### src/rtl/led_pkg.sv
// Shared types and helpers for the multi-channel LED driver.
package led_pkg;

    typedef enum logic [1:0] {
        LED_OFF   = 2'd0,
        LED_ON    = 2'd1,
        LED_BLINK = 2'd2,
        LED_PWM   = 2'd3
    } led_mode_e;

    // Counter width for a value range of 0..v-1, never narrower than one bit.
    function automatic int clog2s(input int v);
        return (v <= 2) ? 1 : $clog2(v);
    endfunction

    function automatic logic led_select(input led_mode_e m, input logic blink_phase,
                                        input logic pwm_on);
        logic r;
        r = 1'b0;
        case (m)
            LED_OFF:   r = 1'b0;
            LED_ON:    r = 1'b1;
            LED_BLINK: r = blink_phase;
            LED_PWM:   r = pwm_on;
            default:   r = 1'b0;
        endcase
        return r;
    endfunction

endpackage

### src/rtl/led_prescaler.sv
// Divides clk into a one-cycle tick every DIV cycles while enabled.
module led_prescaler
    import led_pkg::*;
#(
    parameter int DIV = 100000
) (
    input  logic clk,
    input  logic rst,
    input  logic en,
    output logic tick
);

    localparam int W = clog2s(DIV);
    localparam logic [W-1:0] LAST = W'(DIV - 1);

    logic [W-1:0] presc_reg;

    always_ff @(posedge clk or posedge rst) begin
        if (rst) begin
            presc_reg <= '0;
        end else if (!en) begin
            presc_reg <= '0;
        end else if (presc_reg == LAST) begin
            presc_reg <= '0;
        end else begin
            presc_reg <= presc_reg + 1'b1;
        end
    end

    assign tick = en && (presc_reg == LAST);

endmodule

### src/rtl/led_driver.sv
// Multi-channel LED driver: per-channel OFF/ON/BLINK/PWM with shared blink and PWM timebases.
module led_driver
    import led_pkg::*;
#(
    parameter int N_CH        = 4,
    parameter int DIV         = 100000,
    parameter int BLINK_TICKS = 500,
    parameter int PWM_BITS    = 8
) (
    input  logic                     clk,
    input  logic                     rst,
    input  logic                     on,
    input  logic [2*N_CH-1:0]        mode,
    input  logic [PWM_BITS*N_CH-1:0] duty,
    output logic [N_CH-1:0]          led
);

    localparam int BW = clog2s(BLINK_TICKS);
    localparam logic [BW-1:0] BLINK_LAST = BW'(BLINK_TICKS - 1);

    logic                tick;
    logic [BW-1:0]       blink_cnt_reg;
    logic                blink_phase_reg;
    logic [PWM_BITS-1:0] pwm_cnt_reg;

    led_prescaler #(.DIV(DIV)) u_presc (
        .clk  (clk),
        .rst  (rst),
        .en   (on),
        .tick (tick)
    );

    always_ff @(posedge clk or posedge rst) begin
        if (rst) begin
            blink_cnt_reg   <= '0;
            blink_phase_reg <= 1'b0;
        end else if (!on) begin
            blink_cnt_reg   <= '0;
            blink_phase_reg <= 1'b0;
        end else if (tick) begin
            if (blink_cnt_reg == BLINK_LAST) begin
                blink_cnt_reg   <= '0;
                blink_phase_reg <= ~blink_phase_reg;
            end else begin
                blink_cnt_reg <= blink_cnt_reg + 1'b1;
            end
        end
    end

    always_ff @(posedge clk or posedge rst) begin
        if (rst) begin
            pwm_cnt_reg <= '0;
        end else if (!on) begin
            pwm_cnt_reg <= '0;
        end else begin
            pwm_cnt_reg <= pwm_cnt_reg + 1'b1;
        end
    end

    for (genvar gi = 0; gi < N_CH; gi++) begin : g_ch
        led_mode_e           ch_mode;
        logic [PWM_BITS-1:0] ch_duty;
        logic                pwm_on;
        logic                led_next;
        logic                led_reg;

        assign ch_mode = led_mode_e'(mode[2*gi +: 2]);
        assign ch_duty = duty[PWM_BITS*gi +: PWM_BITS];
        // All-ones duty means fully on, not (2**PWM_BITS-1)/2**PWM_BITS.
        assign pwm_on  = (ch_duty == '1) || (pwm_cnt_reg < ch_duty);

        always_comb begin
            led_next = 1'b0;
            if (on) begin
                led_next = led_select(ch_mode, blink_phase_reg, pwm_on);
            end
        end

        always_ff @(posedge clk or posedge rst) begin
            if (rst) begin
                led_reg <= 1'b0;
            end else begin
                led_reg <= led_next;
            end
        end

        assign led[gi] = led_reg;
    end

endmodule

### config.mk
export PLATFORM = sky130hd
export DESIGN_NAME = led_driver
export DESIGN_NICKNAME = d
export VERILOG_FILES = /design/src/rtl/led_pkg.sv /design/src/rtl/led_prescaler.sv /design/src/rtl/led_driver.sv
export SDC_FILE = /design/constraint.sdc
export NUM_CORES = 1
export LEC_CHECK = 0
export CAP_MARGIN = 20
export CELL_PAD_IN_SITES_DETAIL_PLACEMENT = 0
export CELL_PAD_IN_SITES_GLOBAL_PLACEMENT = 1
export CORE_ASPECT_RATIO = 1.25
export CORE_MARGIN = 3
export CORE_UTILIZATION = 44
export DETAILED_ROUTE_END_ITERATION = 6
export GPL_ROUTABILITY_DRIVEN = 1
export PLACE_DENSITY_LB_ADDON = 0.1
export SYNTH_ARGS = -nofsm -noshare
export SYNTH_HDL_FRONTEND = slang
export SYNTH_HIERARCHICAL = 1
export SYNTH_SLANG_ARGS = --single-unit
export TNS_END_PERCENT = 5
### constraint.sdc
create_clock -name clk -period 4 [get_ports clk]
set_input_delay 1.2 -clock clk [delete_from_list [all_inputs] [get_ports clk]]
set_output_delay 1.2 -clock clk [all_outputs]
set_load 0.02 [all_outputs]
==> summary.txt, run 1 <==
Outcome
  • Status: finished, final reports clean

Global route
  • First-pass GRT wire length: 10400 um
  • Initial antenna violation count: 0
  • Vias in the first global route: 2335
  • Total GRT Usage: 17.7%
  • Largest net degree at the start of global routing: 23
  • Grt ovf: 0

Clock tree
  • CTS buffer count: 5
  • Resized Gates After CTS: 0
  • Clock slew at the register clock pins of the worst setup and hold paths: 0.07 ns
  • Worst-Skew Late Latency: 0.28 ns
  • Clock net sink count: 39
  • Clock Tree Buf Depth: 2
  • H-tree depth: 2
  • Hold Buf Count CTS: 0
  • CTS tree: built
  • Post-CTS setup buffer count: 0
  • Clock Tree Root: clkbuf_8

Floorplan
  • Row count: 31
  • Die Width: 76.9 um
  • Io pins: 47
  • Die footprint: 7280 um^2
  • Core area: 5930 um^2
  • Initial Utilization: 46.6%
  • Die height: 94.7 um

Placement
  • Port Buf Inserts: 46
  • DPL Wire Length: 4540 um
  • RD Place Congestion: 0.776
  • Post-DP Area: 3290 um^2

Setup path
  • Worst Path Required: 4.22 ns
  • CP Launch Type: primary input
  • CP endpoint kind: flop
  • Crit Path Class: primary input to flop
  • CP arrival: 2.94 ns
  • Worst-path maximum fanout: 5

Yosys
  • Synthesized area: 2770 um^2
  • Synth warn: 6
  • Synth cell types: 43
  • Sequential area share after synthesis: 35.3%
  • Synth Instances: 299
  • Seq cells post-synth: 39
  • Synth Net Count: 373
  • Synthesized area per cell: 9.26 um^2

Timing
  • Setup Viol. Count Final: 0
  • WHS: 0.494 ns
  • RSZ-0062 raised after global routing: false
  • Pin slew with the least headroom to its limit: 0.867 ns
  • Fin Setup TNS: 0 ns
  • Final Hold Fails: 0
  • Worst relative slew slack: 42.2%
  • Clk_skew: 0.00275 ns
  • Final worst path period share: 67.9%
  • Peak Freq: 368 MHz
  • Pins Over Slew Limit: 0
  • Minimum clock period: 2.72 ns

Cells and area
  • Antenna cells: 0
  • Cell area after layout: 3370 um^2
  • Nets: 419
  • Max reg flops: 17
  • Most frequent cells in the layout: clkdlybuf4s50_1, dfrtp_1, nor2_1, inv_1, ha_1
  • Fraction of layout cells with a size suffix above 1: 6.07%
  • Area growth syn-to-layout: 21.7%
  • Most common cell after layout, fill and taps aside: clkdlybuf4s50_1

Detailed routing
  • DRT iter0 DRCs: 80
  • Routed Antenna Nets: 0
  • DR vias/cell: 5.32
  • Routed wire per std cell: 13.8 um
  • DRC: 0
  • Vias: 2278
  • WL final: 5920 um
  • Initial DRT Pass Iterations: 4

Power and ir drop
  • Internal power: 0.590 mW
  • Leakage power total: 1.62 nW
  • Total net switching power: 0.202 mW
  • Peak VDD IR: 0.000149 V
  • Gate power share: 15.4%
  • Flop pwr share: 51.9%
  • Clk pwr share: 32.8%
  • Sw Ratio: 25.5%
  • PD cells: 235 nW/um^2

Worst hold path
  • Worst hold path class: flop to flop

Job
  • Max Cap Violations: 0
## power by group through the flow
| stage | combinational, mW | clock [mW] | sequential [mW] |
|---|---|---|---|
| 3_5_place_dp | 0.124 | 0 | 0.419 |
| 4_1_cts | 0.125 | 0.270 | 0.411 |
| 3_3_place_gp | 0.122 | 0 | 0.419 |
| 5_1_grt | 0.139 | 0.286 | 0.412 |
| 6_report | 0.122 | 0.259 | 0.410 |
| 2_1_floorplan | 0.0616 | 0 | 0.415 |
## layer usage
metal	up-vias	track usage (%)	part of all wire, %
li1	1154	-	-
met1	1088	19.9	43
met2	30	33.6	52
met3	6	3.72	3.1
met4	0	5.44	1.0
met5	-	0	0
## stage by stage
step	util, %	cells	power, mW	setup WS [ns]
finish	56.8	428	0.791	1.28
global route	56.8	428	0.837	1.14
CTS	56.8	428	0.805	1.28
detailed placement	55.4	420	0.542	0.981
global placement	55.4	420	0.540	0.988
floorplan	-	299	0.476	1.34
## cell type report
class / count / area, um^2
multi-input cells: 218 / 1610
well taps: 82 / 103
flip-flops and latches: 39 / 976
clock inverters: 1 / 5.00
repair buffers: 48 / 475
clock buffers: 7 / 76.3
fillers: 578 / 2560
inverters: 33 / 124
## critical path, cell delays in order
cell and delay, ns:
clkdlybuf4s50_1 0.47, inv_1 0.07, nor4_1 0.27, buf_4 0.18
and4_4 0.26, nand4_1 0.09, mux2_2 0.28, o21ai_2 0.12
## cells by family (layout without fill, tap and decap cells)
kind of cell,count (synthesis),count (layout),synth area share [%]
AND/OR/NAND/NOR,116,116,23.7
adder cells (fa/ha/maj),31,31,14.0
buffers and inverters,42,89,6.56
AO/OA/AOI/OAI,44,44,11.8
flip-flops,39,39,35.3
multiplexers,2,2,0.769
XOR/XNOR,25,25,7.91
## cells in the mapped netlist, drive strengths merged
master / count / area, um^2
buf: 7 / 50.0
o211a: 4 / 40.0
nor3: 1 / 5.00
inv: 33 / 124
or3: 1 / 6.26
mux2: 1 / 11.3
o21ai: 10 / 53.8
nor2b: 6 / 37.5
a31oi: 1 / 6.26
o211ai: 5 / 37.5
nand3: 14 / 70.1
ha: 31 / 388
and4b: 1 / 10.0
and4: 6 / 62.6
and2: 9 / 56.3
nand2: 14 / 55.1
o2111ai: 1 / 8.76
mux2i: 1 / 10.0
and3b: 1 / 8.76
a21o: 4 / 30.0
nor4: 2 / 12.5
dfrtp: 39 / 976
or4: 2 / 18.8
nor2: 33 / 124
nand4: 21 / 146
nor4b: 1 / 8.76
and4bb: 1 / 12.5
xor2: 17 / 149
nand2b: 1 / 8.76
clkbuf: 2 / 7.51
xnor2: 8 / 70.1
and3: 2 / 12.5
a21oi: 4 / 23.8
o31ai: 3 / 36.3
a211oi: 12 / 90.1
## path summary, 6_finish.rpt
| kind | to | slack, ns | depth (start not counted) | from |
|---|---|---|---|---|
| worst max-delay path | blink_cnt_reg[8]$_DFFE_PP0P_ | 1.28 | 8 | on |
| worst min-delay path | u_presc/presc_reg[0]$_DFF_PP0_ | 0.49 | 1 | u_presc/presc_reg[0]$_DFF_PP0_ |
| worst max register to register | blink_cnt_reg[8]$_DFFE_PP0P_ | 1.69 | 9 | u_presc/presc_reg[0]$_DFF_PP0_ |
| worst min register to register | u_presc/presc_reg[0]$_DFF_PP0_ | 0.49 | 1 | u_presc/presc_reg[0]$_DFF_PP0_ |
| max in group asynchronous | pwm_cnt_reg[7]$_DFF_PP0_ | 2.05 | 2 | rst |
| min in group asynchronous | u_presc/presc_reg[4]$_DFF_PP0_ | 1.33 | 2 | rst |
Note: power is estimated with default switching activity, not from simulation.
==> inputs of run 2 (changes only) <==
--- a/config.mk
+++ b/config.mk
@@ -10,7 +10,7 @@
 export CELL_PAD_IN_SITES_GLOBAL_PLACEMENT = 1
 export CORE_ASPECT_RATIO = 1.25
 export CORE_MARGIN = 3
-export CORE_UTILIZATION = 44
+export CORE_UTILIZATION = 37
 export DETAILED_ROUTE_END_ITERATION = 6
 export GPL_ROUTABILITY_DRIVEN = 1
 export PLACE_DENSITY_LB_ADDON = 0.1
==> constraint.sdc (replaced) <==
create_clock -name clk -period 2.4 [get_ports clk]
set_input_delay 0.72 -clock clk [delete_from_list [all_inputs] [get_ports clk]]
set_output_delay 0.72 -clock clk [all_outputs]
set_load 0.02 [all_outputs]
==> run 2 against run 1 <==
Effect of this change: total power is 69% higher; die area increased by 18%; clock power rose by 71%; final cell count grew 3.0%; hold slack got worse by 0.0026 ns; via count down 1.3%; flip-flop and latch count stayed put; core utilization is 8.5 points lower; final area is 1.7% higher; global-route usage is 2.5 points lower; first-iteration DRC count decreased by 28%; clock-buffer cell count fell by 1.
==> summary.txt, run 2 (same netlist as run 1, synthesis figures left out) <==
Outcome
  • Status: finished, final reports clean (unchanged)

Power and ir drop
  • PD cells: 389 nW/um^2 (was 235 nW/um^2)
  • Leakage power total: 1.64 nW (was 1.62 nW)
  • Peak VDD IR: 0.000236 V (was 0.000149 V)
  • Total power: 1.33 mW (was 0.791 mW)

Setup path
  • CP Launch Type: flop (was primary input)
  • CP endpoint kind: flop (unchanged)
  • CP Depth: 8 (unchanged)
  • Crit path buffers/inverters: 0 (was 3)
  • Largest delay contributor family on the critical path: simple AND/OR/NAND/NOR gates (was buffers and inverters)
  • Worst path slowest cell: dfrtp_1 (was clkdlybuf4s50_1)
  • CP dominant cell by count: and4_4
  • Crit Path Class: flop to flop (was primary input to flop)
  • Reg2reg path depth: 8 (was 9)
  • Worst-path maximum fanout: 4 (was 5)
  • Crit path cell chain: ha_1 -> and4_4 -> nand2_2 -> nor4_2 -> and4_4 -> nand4_1 -> mux2_2 -> o21ai_2 (was clkdlybuf4s50_1 -> inv_1 -> nor4_1 -> buf_4 -> and4_4 -> nand4_1 -> mux2_2 -> o21ai_2)
  • CP arrival: 2.42 ns (was 2.94 ns)
  • Worst Path Required: 2.63 ns (was 4.22 ns)
  • Max stage delay on crit path: 0.39 ns (was 0.47 ns)

Detailed routing
  • Routed wire per std cell: 14.0 um (was 13.8 um)
  • Initial DRT Pass Iterations: 4 (unchanged)
  • DR vias/cell: 5.10 (was 5.32)
  • Vias: 2248 (was 2278)
  • DRT iter0 DRCs: 58 (was 80)
  • Routed Antenna Nets: 0 (unchanged)
  • WL final: 6190 um (was 5920 um)
  • DRC: 0 (unchanged)

Clock tree
  • Clock Tree Root: clkbuf_8 (unchanged)
  • Worst-Skew Late Latency: 0.29 ns (was 0.28 ns)
  • Clock slew at the register clock pins of the worst setup and hold paths: 0.08 ns (was 0.07 ns)
  • H-tree depth: 2 (unchanged)
  • Post-CTS setup buffer count: 0 (unchanged)
  • CTS buffer count: 5 (unchanged)
  • Clock net sink count: 39 (unchanged)
  • CTS tree: built (unchanged)
  • Clock Tree Buf Depth: 2 (unchanged)

Timing
  • Clk_skew: 0.00986 ns (was 0.00275 ns)
  • Pins Over Slew Limit: 0 (unchanged)
  • Fin Setup TNS: 0 ns (unchanged)
  • Worst relative slew slack: 55.0% (was 42.2%)
  • Pin slew with the least headroom to its limit: 0.675 ns (was 0.867 ns)
  • Final worst path period share: 91.5%
  • Final Hold Fails: 0 (unchanged)
  • RSZ-0062 raised after global routing: false (unchanged)
  • WHS: 0.491 ns (was 0.494 ns)
  • Peak Freq: 455 MHz
  • Setup Viol. Count Final: 0 (unchanged)
  • Final setup margin: 0.203 ns (was 1.28 ns)
  • Minimum clock period: 2.20 ns

Cells and area
  • Max reg flops: 17 (unchanged)
  • Cell area after layout: 3430 um^2 (was 3370 um^2)
  • Non-Filler Instances: 441 (was 428)
  • Antenna cells: 0 (unchanged)
  • Most common cell after layout, fill and taps aside: clkdlybuf4s50_1 (unchanged)
  • Multi-input gate area: 1620 um^2 (was 1610 um^2)
  • Fraction of layout cells with a size suffix above 1: 7.98% (was 6.07%)
  • # fillers: 680 (was 578)
  • Area growth syn-to-layout: 23.8% (was 21.7%)
  • Storage element area: 976 um^2 (unchanged)
  • Finished Core Util: 48.2% (was 56.8%)
  • Most frequent cells in the layout: clkdlybuf4s50_1, dfrtp_1, nor2_1, inv_1, ha_1 (unchanged)
  • Nets: 424 (was 419)

Floorplan
  • Io pins: 47 (unchanged)
  • Core area: 7100 um^2 (was 5930 um^2)
  • Die footprint: 8560 um^2 (was 7280 um^2)
  • Die Width: 83.4 um (was 76.9 um)
  • Initial Utilization: 39.0% (was 46.6%)
  • Die height: 103 um (was 94.7 um)
  • Row count: 34 (was 31)

Global route
  • Total GRT Usage: 15.3% (was 17.7%)
  • Vias in the first global route: 2331 (was 2335)
  • Met3 Use GR: 2.64% (was 3.72%)
  • Grt ovf: 0 (unchanged)
  • Initial antenna violation count: 0 (unchanged)
  • GR peak layer: met2 (unchanged)
  • Met1 Use GR: 16.1% (was 19.9%)
  • Largest net degree at the start of global routing: 23 (unchanged)
  • Met2 Use GR: 30.3% (was 33.6%)
  • First-pass GRT wire length: 10600 um (was 10400 um)

Placement
  • Port Buf Inserts: 46 (unchanged)
  • DPL Wire Length: 4750 um (was 4540 um)
  • RD Place Congestion: 0.812 (was 0.776)
  • Setup WS pre-CTS: -0.154 ns (was 0.981 ns)
  • Post-DP Area: 3340 um^2 (was 3290 um^2)
  • Cell total after placement: 433 (was 420)

Worst hold path
  • Hold path cells: 1 (unchanged)
  • Worst hold path class: flop to flop (unchanged)

Job
  • Max Cap Violations: 0 (unchanged)
run 2: what timing repair did:
| item | 4_1_cts | 5_1_grt |
|---|---|---|
| gates resized for setup | 0 | 1 |
| hold buffers | 0 | 0 |
| setup endpoints to repair | 0 | 8 |
run 2: cell type report:
cell class                 count  area share (%)
sequential                    39            28.5
tap                           90            3.29
multi-input combinational    218            47.2
clock buffer                   6            2.12
inverter                      33            3.61
timing repair buffer          53            15.0
clock inverter                 2           0.365
run 2: worst reg2reg max path: stages (launching register included):
cell     delay (ns)
dfrtp_1        0.39
ha_1           0.25
and4_4         0.29
nand2_2        0.11
nor4_2         0.32
and4_4         0.28
nand4_1        0.09
mux2_2         0.28
o21ai_2        0.12
run 2: routing by layer:
layer  share of wire, %  vias to the layer above
met5                  0                        -
met4                1.5                        0
li1                   -                     1156
met2                 54                       34
met3                3.1                        7
met1                 42                     1051
run 2: power by group:
group	internal (mW)	switching [mW]	leakage [nW]
clock	0.203	0.239	0.0412
sequential	0.668	0.0172	0.536
combinational	0.114	0.0926	1.06
total	0.985	0.349	1.64
run 2: final timing paths:
path | startpoint | end | slack, ns
worst max-delay path | u_presc/presc_reg[0]$_DFF_PP0_ | blink_cnt_reg[8]$_DFFE_PP0P_ | 0.20
worst min-delay path | u_presc/presc_reg[0]$_DFF_PP0_ | u_presc/presc_reg[0]$_DFF_PP0_ | 0.49
worst max register to register | u_presc/presc_reg[0]$_DFF_PP0_ | blink_cnt_reg[8]$_DFFE_PP0P_ | 0.20
worst min register to register | u_presc/presc_reg[0]$_DFF_PP0_ | u_presc/presc_reg[0]$_DFF_PP0_ | 0.49
max in group asynchronous | rst | g_ch[1].led_reg$_DFF_PP0_ | 1.37
min in group asynchronous | rst | u_presc/presc_reg[8]$_DFF_PP0_ | 0.76
==> inputs of run 3 (changes only) <==
--- a/config.mk
+++ b/config.mk
@@ -11,6 +11,7 @@
 export CORE_ASPECT_RATIO = 1.25
 export CORE_MARGIN = 3
 export CORE_UTILIZATION = 37
+export CTS_CLUSTER_DIAMETER = 100
 export DETAILED_ROUTE_END_ITERATION = 6
 export GPL_ROUTABILITY_DRIVEN = 1
 export PLACE_DENSITY_LB_ADDON = 0.1
==> results of run 3 <==
The final DEF is identical to that of run 2; final timing and power are the same.
